File: src/rtl/uart_pkg.sv
// Shared definitions for the UART transmit scheduler: FSM states and default frame width.
// No logic, so no latency; flow control lives in the modules that import this package.
// The round-robin pointer increment wraps explicitly, so non-power-of-two requester counts work.
package uart_pkg;

    localparam int DBIT_DEFAULT = 8;

    typedef enum logic [1:0] {
        IDLE  = 2'd0,
        START = 2'd1,
        WAIT  = 2'd2
    } state_t;

    function automatic int wrap_inc(input int idx, input int n);
        return (idx >= n - 1) ? 0 : idx + 1;
    endfunction

endpackage

File: src/rtl/rr_arbiter.sv
// Round-robin pick: the first set bit of req at or above ptr, wrapping past N_REQ-1.
// Purely combinational, zero latency; ptr must lie in 0..N_REQ-1.
// No flow control of its own; the caller decides when a grant is taken.
module rr_arbiter #(
    parameter int N_REQ = 4
) (
    input  logic [N_REQ-1:0]         req,
    input  logic [$clog2(N_REQ)-1:0] ptr,
    output logic                     gnt_valid,
    output logic [$clog2(N_REQ)-1:0] gnt_idx
);

    localparam int IW = $clog2(N_REQ);

    int            w_idx;
    logic [IW-1:0] w_pos;

    // Scan downward so the smallest offset from ptr is the last one written and wins.
    always_comb begin
        gnt_valid = 1'b0;
        gnt_idx   = '0;
        w_idx     = 0;
        w_pos     = '0;
        for (int k = N_REQ - 1; k >= 0; k--) begin
            w_idx = int'(ptr) + k;
            if (w_idx >= N_REQ) begin
                w_idx = w_idx - N_REQ;
            end
            w_pos = IW'(w_idx);
            if (req[w_pos]) begin
                gnt_valid = 1'b1;
                gnt_idx   = w_pos;
            end
        end
    end

endmodule

File: src/rtl/uart_tx_sched.sv
// Shares one UART transmitter among N_REQ byte sources in round-robin order; optional watchdog under UART_TX_SCHED_TIMEOUT_EN.
// Latency: req_ready is combinational in IDLE, tx_start follows the handshake by one cycle.
// Backpressure: at most one frame in flight; req_ready stays low until tx_done_tick (or watchdog expiry) returns to IDLE.
module uart_tx_sched
    import uart_pkg::*;
#(
    parameter int N_REQ          = 4,
    parameter int DBIT           = DBIT_DEFAULT,
    parameter int TIMEOUT_CYCLES = 200000
) (
    input  logic                     clk,
    input  logic                     rst,
    input  logic [N_REQ-1:0]         req_valid,
    input  logic [N_REQ*DBIT-1:0]    req_data,
    output logic [N_REQ-1:0]         req_ready,
    output logic                     tx_start,
    output logic [DBIT-1:0]          tx_din,
    input  logic                     tx_done_tick,
    output logic [$clog2(N_REQ)-1:0] grant_id,
    output logic                     busy,
    output logic                     err_timeout
);

    localparam int IW = $clog2(N_REQ);

    state_t          r_state;
    state_t          w_state_nxt;
    logic [IW-1:0]   r_rr_ptr;
    logic [IW-1:0]   r_grant_id;
    logic [DBIT-1:0] r_tx_din;

    logic            w_gnt_valid;
    logic [IW-1:0]   w_gnt_idx;
    logic [DBIT-1:0] w_sel_dat;
    logic            w_grant;
    logic            w_frame_end;
    logic            w_tx_start;
    logic            w_wd_expire;

    rr_arbiter #(
        .N_REQ(N_REQ)
    ) u_rr_arbiter (
        .req      (req_valid),
        .ptr      (r_rr_ptr),
        .gnt_valid(w_gnt_valid),
        .gnt_idx  (w_gnt_idx)
    );

    always_comb begin
        w_sel_dat = '0;
        for (int i = 0; i < N_REQ; i++) begin
            if (w_gnt_idx == IW'(i)) begin
                w_sel_dat = req_data[i*DBIT +: DBIT];
            end
        end
    end

    always_ff @(posedge clk) begin
        if (rst) begin
            r_state <= IDLE;
        end else begin
            r_state <= w_state_nxt;
        end
    end

    // A done pulse outranks watchdog expiry when both land in the same cycle.
    always_comb begin
        w_state_nxt = r_state;
        w_grant     = 1'b0;
        w_frame_end = 1'b0;
        w_tx_start  = 1'b0;
        case (r_state)
            IDLE: begin
                if (w_gnt_valid) begin
                    w_grant     = 1'b1;
                    w_state_nxt = START;
                end
            end
            START: begin
                w_tx_start  = 1'b1;
                w_state_nxt = WAIT;
            end
            WAIT: begin
                if (tx_done_tick || w_wd_expire) begin
                    w_frame_end = 1'b1;
                    w_state_nxt = IDLE;
                end
            end
            default: begin
                w_state_nxt = IDLE;
            end
        endcase
    end

    // Strobes are masked by rst so an aborted frame never leaks a start or a handshake.
    always_comb begin
        req_ready = '0;
        if (w_grant && !rst) begin
            req_ready[w_gnt_idx] = 1'b1;
        end
    end

    assign tx_start = w_tx_start && !rst;
    assign tx_din   = r_tx_din;
    assign grant_id = r_grant_id;
    assign busy     = (r_state != IDLE);

    always_ff @(posedge clk) begin
        if (rst) begin
            r_rr_ptr   <= '0;
            r_grant_id <= '0;
            r_tx_din   <= '0;
        end else begin
            if (w_grant) begin
                r_grant_id <= w_gnt_idx;
                r_tx_din   <= w_sel_dat;
            end
            if (w_frame_end) begin
                r_rr_ptr <= IW'(wrap_inc(int'(r_grant_id), N_REQ));
            end
        end
    end

`ifdef UART_TX_SCHED_TIMEOUT_EN
    localparam int CW = $clog2(TIMEOUT_CYCLES + 1);

    logic [CW-1:0] r_wd_cnt;
    logic          r_err_timeout;

    assign w_wd_expire = (r_state == WAIT) && (r_wd_cnt == CW'(TIMEOUT_CYCLES - 1));

    // START always precedes WAIT, so clearing there gives a zero count on the first WAIT cycle.
    always_ff @(posedge clk) begin
        if (rst) begin
            r_wd_cnt      <= '0;
            r_err_timeout <= 1'b0;
        end else begin
            r_err_timeout <= w_wd_expire && !tx_done_tick;
            if (r_state == START) begin
                r_wd_cnt <= '0;
            end else if (r_state == WAIT) begin
                r_wd_cnt <= r_wd_cnt + CW'(1);
            end
        end
    end

    assign err_timeout = r_err_timeout;
`else
    assign w_wd_expire = 1'b0;
    assign err_timeout = 1'b0;
`endif

endmodule

File: config.mk
export PLATFORM = sky130hd
export DESIGN_NAME = uart_tx_sched
export DESIGN_NICKNAME = d
export VERILOG_FILES = /design/src/rtl/uart_pkg.sv /design/src/rtl/rr_arbiter.sv /design/src/rtl/uart_tx_sched.sv
export SDC_FILE = /design/constraint.sdc
export NUM_CORES = 1
export LEC_CHECK = 0
export CAP_MARGIN = 10
export CORE_MARGIN = 5
export CORE_UTILIZATION = 39
export CTS_CLUSTER_SIZE = 24
export DETAILED_ROUTE_END_ITERATION = 6
export GPL_TIMING_DRIVEN = 0
export PLACE_DENSITY = 0.84
export SETUP_SLACK_MARGIN = 0.2
export SLEW_MARGIN = 20
export SYNTH_ARGS = -nofsm -noshare
export SYNTH_HDL_FRONTEND = slang
export SYNTH_SLANG_ARGS = --single-unit
File: constraint.sdc
create_clock -name clk -period 5.9 [get_ports clk]
set_input_delay 0.59 -clock clk [delete_from_list [all_inputs] [get_ports clk]]
set_output_delay 0.59 -clock clk [all_outputs]
set_load 0.005 [all_outputs]
==> metrics.cfg, run 1 <==
[worst_setup_path]
critPathMaxFanout=9
reg2reg_slack_ps=3830
timing.rr.end=tx_din[3]
critPathLaunchType=input pin
critPathCaptureType=primary output
worstPathRequired_ps=5310
worstSetupPathType=input pin to primary output
r2r-start=r_rr_ptr[1]
cp.arrival_ps=2800
reg2reg_depth=6

[place]
hpwl_um=2280
io_buffers=53
place_inst=181
gp_congestion=0.730

[sta]
max_freq_mhz=295
maxSlewViolCount=0
setup_tns_ps=0
hold_viol_final=0
maxSlewHeadroom=0.465
rsz0062_at_grt=false
worstMarginPinSlew_ps=797
skew_ps=4.45
setup_violations=0
period_share=0.574
min_period_ps=3390

[layout]
area_growth_pct=65.6
stdcell_count=184
fin_util=0.671
drive_above_1_share=0.103
n_fill_cell=192
diodes=0
final_nets=198

[yosys]
synth.net_count=140
ys_seq_area_frac=0.312
yosys_warnings=0
synth_ff_type=dfxtp_1
ys_top_cells_by_area=dfxtp_1, mux2_4, a221o_1, a21oi_1, mux2i_1
synth.ff_latch_count=14
synth.top_cell.area_share=0.312
ys_async_sr_fraction=0
synth_edf_count=0
synth_area_um2=897
avgSynthCellArea_um2=8.97
yosysMostFrequentCell=dfxtp_1
netlist.top_cell.by_area=dfxtp_1
postSynthCellCount=100
synth_commonest_cells=dfxtp_1, a21oi_1, nor2_1
synth.distinct_cells=32

[die]
rows=17
die_w_um=58.0
die_area_um2=3360
die_height_um=58.0
initial_core_util=0.406
core_um2=2210
io-pin-count=56

[grt]
grt_overflow=0
grt_start_max_net_pins=11
grt_pass1_vias=1025
antenna_found_initial=0
grt_usage=0.177
grt_pass1_wl_um=4600

[routing]
post_drt_wl_per_cell_um=15.9
first_iter_violations=39
routed_wl_um=2930
drc=0
num_vias=999
drt-vias-per-instance=5.43
ant_nets=0
first_pass_iters=4

[clocking]
root_buffer=clkbuf_4
cts_tree=yes
clock_sink_count=14
clk_path_buf_depth=2
htreeDepth=1
insertion_delay_ps=280
post_cts.repair.setup_buffers=0
cts_made_buffers=3
post_cts_resized=0
ctsHoldBuffers=0
path_clk_slew_ps=90

[power_and_ir_drop]
power.density_nw_per_um2=182
ir_worst_vdd_uv=109
power_leakage_uw=0.000578

[hold_path]
hp-class=flip-flop to flip-flop
hold-path-cell-count=1
min-delay-start=tx_din[4]
holdPathEnd=tx_din[4]

[run_status]
status=finished, final reports clean

[job]
maxCapViolCount=0

## layer usage
metal	global-route usage	up-vias	wire length, um
met5	0	-	0
met2	0.326	36	1560
met4	0.0795	0	62
met3	0.0223	6	132
li1	-	488	-
met1	0.201	469	1170
## power breakdown
part	switching, uW	internal (uW)
registers	6.75	105
clock network	31.5	23.7
logic	38.7	65.1
## critical path, cell delays in order
cell,delay (ps)
clkdlybuf4s50_1,570
nor4_1,110
nor3_1,300
and2_1,180
clkbuf_1,350
and2_1,190
clkdlybuf4s50_1,500
## through the flow
step / power, uW / area (um^2) / setup slack (ps) / hold slack, ps
3_5_place_dp: 217 / 1460 / 2560 / 470
3_3_place_gp: 215 / 1460 / 2570 / 469
4_1_cts: 272 / 1490 / 2540 / 499
2_1_floorplan: 160 / 897 / 3730 / 479
6_report: 270 / 1490 / 2510 / 495
5_1_grt: 285 / 1490 / 2370 / 532
## layout by cell type, fill, tap and decap left out, types with 3 or more instances in the layout
master,instances
nand3_1,8
dfxtp_1,14
clkdlybuf4s50_1,53
o21ai_0,8
clkbuf_4,3
mux2_4,6
a21oi_1,11
mux2i_1,4
nor2_1,10
a221o_1,8
## area by class of cell
class,instances,area [um^2],share of cell area
multi-input combinational,80,583,0.393
clock buffer,3,22.5,0.0152
timing repair buffer,53,531,0.357
tap,28,35.0,0.0236
sequential,14,280,0.189
inverter,2,7.51,0.00505
buffer,4,26.3,0.0177
## state kept, by name (all words and copies together), names as in the netlist
signal	flops
tx_din	8
grant_id	2
r_state	2
r_rr_ptr	2
## logic make-up after synthesis
logic type | count (synthesis) | share of synthesized area
AO/OA/AOI/OAI | 32 | 0.251
adder cells (fa/ha/maj) | 1 | 0.0139
buffers and inverters | 6 | 0.0377
flip-flops | 14 | 0.312
multiplexers | 12 | 0.170
other | 1 | 0.00418
AND/OR/NAND/NOR | 34 | 0.211
## worst max-delay path by stage
stage / to / start / slack (ps) / depth (start not counted)
3_3_place_gp: req_ready[2] / req_valid[3] / 2570 / 7
3_5_place_dp: req_ready[2] / req_valid[2] / 2560 / 7
6_report: req_ready[2] / req_valid[3] / 2510 / 7
5_1_grt: req_ready[2] / req_valid[3] / 2370 / 7
2_1_floorplan: req_ready[2] / rst / 3730 / 5
4_1_cts: req_ready[2] / req_valid[3] / 2540 / 7
(Power assumes the default switching activity.)
==> run 2: changes to the inputs <==
--- a/config.mk
+++ b/config.mk
@@ -7,11 +7,11 @@
 export LEC_CHECK = 0
 export CAP_MARGIN = 10
 export CORE_MARGIN = 5
-export CORE_UTILIZATION = 39
+export CORE_UTILIZATION = 36
 export CTS_CLUSTER_SIZE = 24
 export DETAILED_ROUTE_END_ITERATION = 6
 export GPL_TIMING_DRIVEN = 0
-export PLACE_DENSITY = 0.84
+export PLACE_DENSITY = 0.79
 export SETUP_SLACK_MARGIN = 0.2
 export SLEW_MARGIN = 20
 export SYNTH_ARGS = -nofsm -noshare
==> constraint.sdc (replaced) <==
create_clock -name clk -period 3.3 [get_ports clk]
set_input_delay 0.33 -clock clk [delete_from_list [all_inputs] [get_ports clk]]
set_output_delay 0.33 -clock clk [all_outputs]
set_load 0.005 [all_outputs]
==> run 2 against run 1 <==
Via count grew 1.4%. Flip-flop and latch count unchanged. First-iteration DRC count fell by 36%. Total power rose by 90%. Critical path depth unchanged. Clock power is 130% higher. Non-clock buffer count stayed put. Utilization decreased by 5.4 points. Wire length decreased by 1.5%. Hold slack got worse by 120 ps. Count of clock-buffer cells in the layout up 1. Clock skew grew 2.6 ps. Critical path type unchanged.
==> metrics.cfg, run 2 (synthesized netlist as in run 1, its figures left out) <==
[run_status]
status=finished, final reports clean

[layout]
stdcell_area_um2=1500  ; +1.1%
final_nets=198  ; unchanged
layout_common_cells=clkdlybuf4s50_1, dfxtp_1, a21oi_1, nor2_1
layout_commonest_cell=clkdlybuf4s50_1
largest_reg_flops=8  ; unchanged
drive_above_1_share=0.108  ; +0.00572
stdcell_count=187  ; +1.6%
area_growth_pct=67.4
n_fill_cell=230  ; +20%
diodes=0  ; unchanged

[clocking]
htreeDepth=1  ; unchanged
path_clk_slew_ps=80  ; about the same
post_cts.repair.setup_buffers=0  ; unchanged
post_cts_resized=0  ; unchanged
insertion_delay_ps=290  ; about the same
ctsHoldBuffers=0  ; unchanged
cts_tree=yes
clk_path_buf_depth=2  ; unchanged
root_buffer=clkbuf_4
cts_made_buffers=3  ; unchanged
clock_sink_count=14  ; unchanged

[grt]
grt_start_max_net_pins=11  ; unchanged
grt_overflow=0  ; unchanged
grt_usage=0.166  ; -0.0113
grt_pass1_wl_um=4560  ; -0.91%
antenna_found_initial=0  ; unchanged
grt_pass1_vias=1079  ; +5.3%

[sta]
maxSlewHeadroom=0.513  ; +0.0474
period_share=0.871
maxSlewViolCount=0  ; unchanged
rsz0062_at_grt=false
hold_viol_final=0  ; unchanged
max_freq_mhz=348
setup_tns_ps=0  ; unchanged
min_period_ps=2870
worstMarginPinSlew_ps=726  ; -70.7 ps
skew_ps=7.05  ; +2.60 ps
setup_violations=0  ; unchanged

[routing]
first_pass_iters=4  ; unchanged
post_drt_wl_per_cell_um=15.4  ; -3.1%
drt-vias-per-instance=5.42  ; -0.23%
drc=0  ; unchanged
routed_wl_um=2880  ; -1.5%
num_vias=1013  ; +1.4%
first_iter_violations=25  ; -36%
ant_nets=0  ; unchanged

[worst_setup_path]
critPathLaunchType=input pin
worstPathRequired_ps=2970  ; -2340 ps
worstSetupPathType=input pin to primary output
timing.rr.end=tx_din[3]
reg2reg_depth=6  ; unchanged
critPathMaxFanout=9  ; unchanged
critPathCaptureType=primary output
cp.arrival_ps=2540  ; -260 ps
reg2reg_slack_ps=1240  ; -2590 ps
r2r-start=r_rr_ptr[1]

[place]
postPlaceCellArea_um2=1470  ; +0.17%
place_inst=183  ; +1.1%
hpwl_um=2230  ; -2.4%
io_buffers=53  ; unchanged
gp_congestion=0.776  ; +6.3%

[hold_path]
hold-path-cell-count=2  ; +1
min-delay-start=rst
hp-class=input pin to flip-flop
holdPathEnd=r_rr_ptr[1]

[job]
maxCapViolCount=0  ; unchanged

[die]
initial_core_util=0.369  ; -0.0367
io-pin-count=56  ; unchanged
die_height_um=59.9  ; +3.4%
core_um2=2430  ; +10%
die_w_um=59.9  ; +3.4%
rows=18  ; +1
die_area_um2=3590  ; +6.9%

[power_and_ir_drop]
power_leakage_uw=0.000586  ; +1.2%
ir_worst_vdd_uv=289  ; +170%
power.density_nw_per_um2=341  ; +88%

==> run 2: critical path, cell delays in order <==
cell	delay, ps
clkdlybuf4s50_1	580
nor4_1	110
nor3_1	300
and2_1	180
clkbuf_1	360
and2_1	190
clkdlybuf4s50_1	490
==> run 2: metrics by stage <==
stage,hold slack [ps],setup WS (ps),total power (uW),utilization
2_1_floorplan,479,1450,285,-
3_3_place_gp,470,513,385,0.602
3_5_place_dp,477,433,390,0.602
4_1_cts,370,410,516,0.617
5_1_grt,391,293,544,0.617
6_report,373,425,513,0.617
==> run 2: worst max path at each step <==
stage | startpoint | endpoint | slack [ps] | cells after the start
CTS | req_valid[3] | req_ready[2] | 410 | 7
detailed placement | req_valid[3] | req_ready[2] | 430 | 7
floorplan | r_rr_ptr[1] | tx_din[0] | 1450 | 6
global route | r_state[0] | req_ready[2] | 290 | 6
finish | req_valid[3] | req_ready[2] | 430 | 7
global placement | req_valid[3] | req_ready[2] | 510 | 7
==> run 2: layout make-up <==
type / instances / area, um^2 / share of cell area
Multi-Input combinational cell: 80 / 583 / 0.388
Buffer: 4 / 26.3 / 0.0175
Sequential cell: 14 / 280 / 0.187
Timing Repair Buffer: 53 / 531 / 0.353
Clock buffer: 4 / 36.3 / 0.0242
Inverter: 2 / 7.51 / 0.00500
Tap cell: 30 / 37.5 / 0.0250
==> run 2: where the power goes <==
part / total, uW / switching (uW) / internal [uW]
Sequential: 199 / 11.7 / 187
Clock: 127 / 59.6 / 67.2
Combinational: 187 / 70.4 / 117
==> run 2: metal layers <==
layer | part of all wire | track usage
met5 | 0 | 0
met3 | 0.11 | 0.0497
met4 | 0.020 | 0.0728
met2 | 0.45 | 0.276
met1 | 0.42 | 0.194
==> run 3: changes to the inputs <==
--- a/config.mk
+++ b/config.mk
@@ -6,12 +6,14 @@
 export NUM_CORES = 1
 export LEC_CHECK = 0
 export CAP_MARGIN = 10
+export CELL_PAD_IN_SITES_DETAIL_PLACEMENT = 0
+export CELL_PAD_IN_SITES_GLOBAL_PLACEMENT = 1
 export CORE_MARGIN = 5
-export CORE_UTILIZATION = 36
+export CORE_UTILIZATION = 25
 export CTS_CLUSTER_SIZE = 24
 export DETAILED_ROUTE_END_ITERATION = 6
 export GPL_TIMING_DRIVEN = 0
-export PLACE_DENSITY = 0.79
+export PLACE_DENSITY_LB_ADDON = 0.1
 export SETUP_SLACK_MARGIN = 0.2
 export SLEW_MARGIN = 20
 export SYNTH_ARGS = -nofsm -noshare
==> run 3 against run 2 <==
Die area up 36%. Wire length down 1.9%. Clock skew down 5.8 ps. Global-route usage down 5.0 points. Sequential share of layout area down 0.25 points. First-iteration DRC count unchanged. Clock power about the same. Non-clock buffer count unchanged. Sequential power about the same. Critical path depth unchanged. Combinational power about the same. Cell count up 8.6%. Critical path type unchanged.
==> metrics.cfg, run 3 (synthesized netlist as in run 1, its figures left out) <==
[place]
gp_congestion=0.750  ; -3.3%
postPlaceCellArea_um2=1490  ; +1.4%
io_buffers=53  ; unchanged
hpwl_um=2250  ; +1.3%

[sta]
max_freq_mhz=349  ; +0.24%
min_period_ps=2870  ; -6.85 ps
period_share=0.869  ; -0.00207
skew_ps=1.22  ; -5.83 ps
rsz0062_at_grt=false
worstMarginPinSlew_ps=724  ; -2.28 ps
maxSlewViolCount=0  ; unchanged
hold_viol_final=0  ; unchanged
maxSlewHeadroom=0.514  ; +0.00153
setup_tns_ps=0  ; unchanged
setup_violations=0  ; unchanged

[power_and_ir_drop]
power.density_nw_per_um2=337  ; -1.3%
ir_worst_vdd_uv=144  ; -50%
power_leakage_uw=0.000586  ; unchanged

[layout]
layout_commonest_cell=clkdlybuf4s50_1
largest_reg_flops=8  ; unchanged
drive_above_1_share=0.108  ; unchanged
diodes=0  ; unchanged
final_nets=198  ; unchanged
layout_common_cells=clkdlybuf4s50_1, dfxtp_1, a21oi_1, nor2_1
n_fill_cell=369  ; +60%
area_growth_pct=69.6
fin_util=0.445  ; -0.172
stdcell_area_um2=1520  ; +1.3%

[die]
die_height_um=69.9  ; +17%
die_area_um2=4890  ; +36%
core_um2=3420  ; +40%
io-pin-count=56  ; unchanged
initial_core_util=0.263  ; -0.106
die_w_um=69.9  ; +17%
rows=21  ; +3

[grt]
grt_usage=0.116  ; -0.0496
grt_start_max_net_pins=11  ; unchanged
grt_pass1_wl_um=4610  ; +1.1%
grt_pass1_vias=996  ; -7.7%
antenna_found_initial=0  ; unchanged
grt_overflow=0  ; unchanged

[hold_path]
hp-class=input pin to flip-flop
hold-path-cell-count=2  ; unchanged
holdPathEnd=r_rr_ptr[0]
min-delay-start=rst

[routing]
top_layer_used=met4
post_drt_wl_per_cell_um=13.9  ; -9.6%
drc=0  ; unchanged
drt-vias-per-instance=4.74  ; -12%
first_pass_iters=4  ; unchanged
route.met3.wl_um=208  ; -34%
first_iter_violations=25  ; unchanged
ant_nets=0  ; unchanged
num_vias=963  ; -4.9%
routed_wl_um=2830  ; -1.9%
dr_wl_met2_um=1200  ; -8.1%
met1_length_um=1390  ; +15%

[worst_setup_path]
critPathMaxFanout=9  ; unchanged
timing.rr.end=tx_din[1]
reg2reg_depth=6  ; unchanged
critPathLaunchType=input pin
cp.arrival_ps=2540  ; about the same
reg2reg_slack_ps=1250  ; about the same
worstPathRequired_ps=2970  ; about the same
r2r-start=r_rr_ptr[1]
worstSetupPathType=input pin to primary output
critPathCaptureType=primary output

[clocking]
post_cts.repair.setup_buffers=0  ; unchanged
clk_path_buf_depth=2  ; unchanged
cts_tree=yes
root_buffer=clkbuf_4
htreeDepth=1  ; unchanged
cts_made_buffers=3  ; unchanged
insertion_delay_ps=280  ; about the same
post_cts_resized=0  ; unchanged
path_clk_slew_ps=90  ; about the same
clock_sink_count=14  ; unchanged
ctsHoldBuffers=0  ; unchanged

[job]
maxCapViolCount=0  ; unchanged

[run_status]
status=finished, final reports clean

==> run 3: worst max-delay path by stage <==
stage	startpoint	to	slack [ps]	cells past startpoint
final	req_valid[3]	req_ready[2]	430	7
after detailed placement	req_valid[3]	req_ready[2]	440	7
after global placement	req_valid[3]	req_ready[2]	440	7
after floorplan	r_rr_ptr[1]	tx_din[0]	1450	6
after CTS	req_valid[3]	req_ready[2]	410	7
after global routing	req_valid[2]	req_ready[2]	210	7
==> run 3: power by group <==
part | internal [uW] | switching [uW] | leakage [uW]
clock network | 67.2 | 61.5 | 0.0000210
registers | 187 | 11.5 | 0.000115
logic | 117 | 69.0 | 0.000449
==> run 3: stage by stage <==
stage                     hold WS [ps]  worst slack, ps  instances  power (uW)
after floorplan                    479             1450        100         285
after CTS                          368              414        203         519
final                              377              432        203         513
after detailed placement           478              443        199         389
after global placement             468              438        199         389
after global routing               408              214        203         539
==> run 3: area by class of cell <==
class	count	area, um^2	area share
Multi-Input combinational cell	80	583	0.383
Timing Repair Buffer	53	531	0.349
Clock buffer	4	36.3	0.0238
Buffer	4	26.3	0.0173
Tap cell	46	57.6	0.0378
Inverter	2	7.51	0.00493
Sequential cell	14	280	0.184
==> run 3: worst max-delay path, cell delays in order <==
cell and delay, ps:
clkdlybuf4s50_1 580, nor4_1 110, nor3_1 300, and2_1 180, clkbuf_1 350, and2_1 190
clkdlybuf4s50_1 500
==> run 3: routing by layer <==
layer,up-vias,track usage
met2,36,0.177
li1,494,-
met4,0,0.0447
met1,429,0.147
met3,4,0.0430
met5,-,0
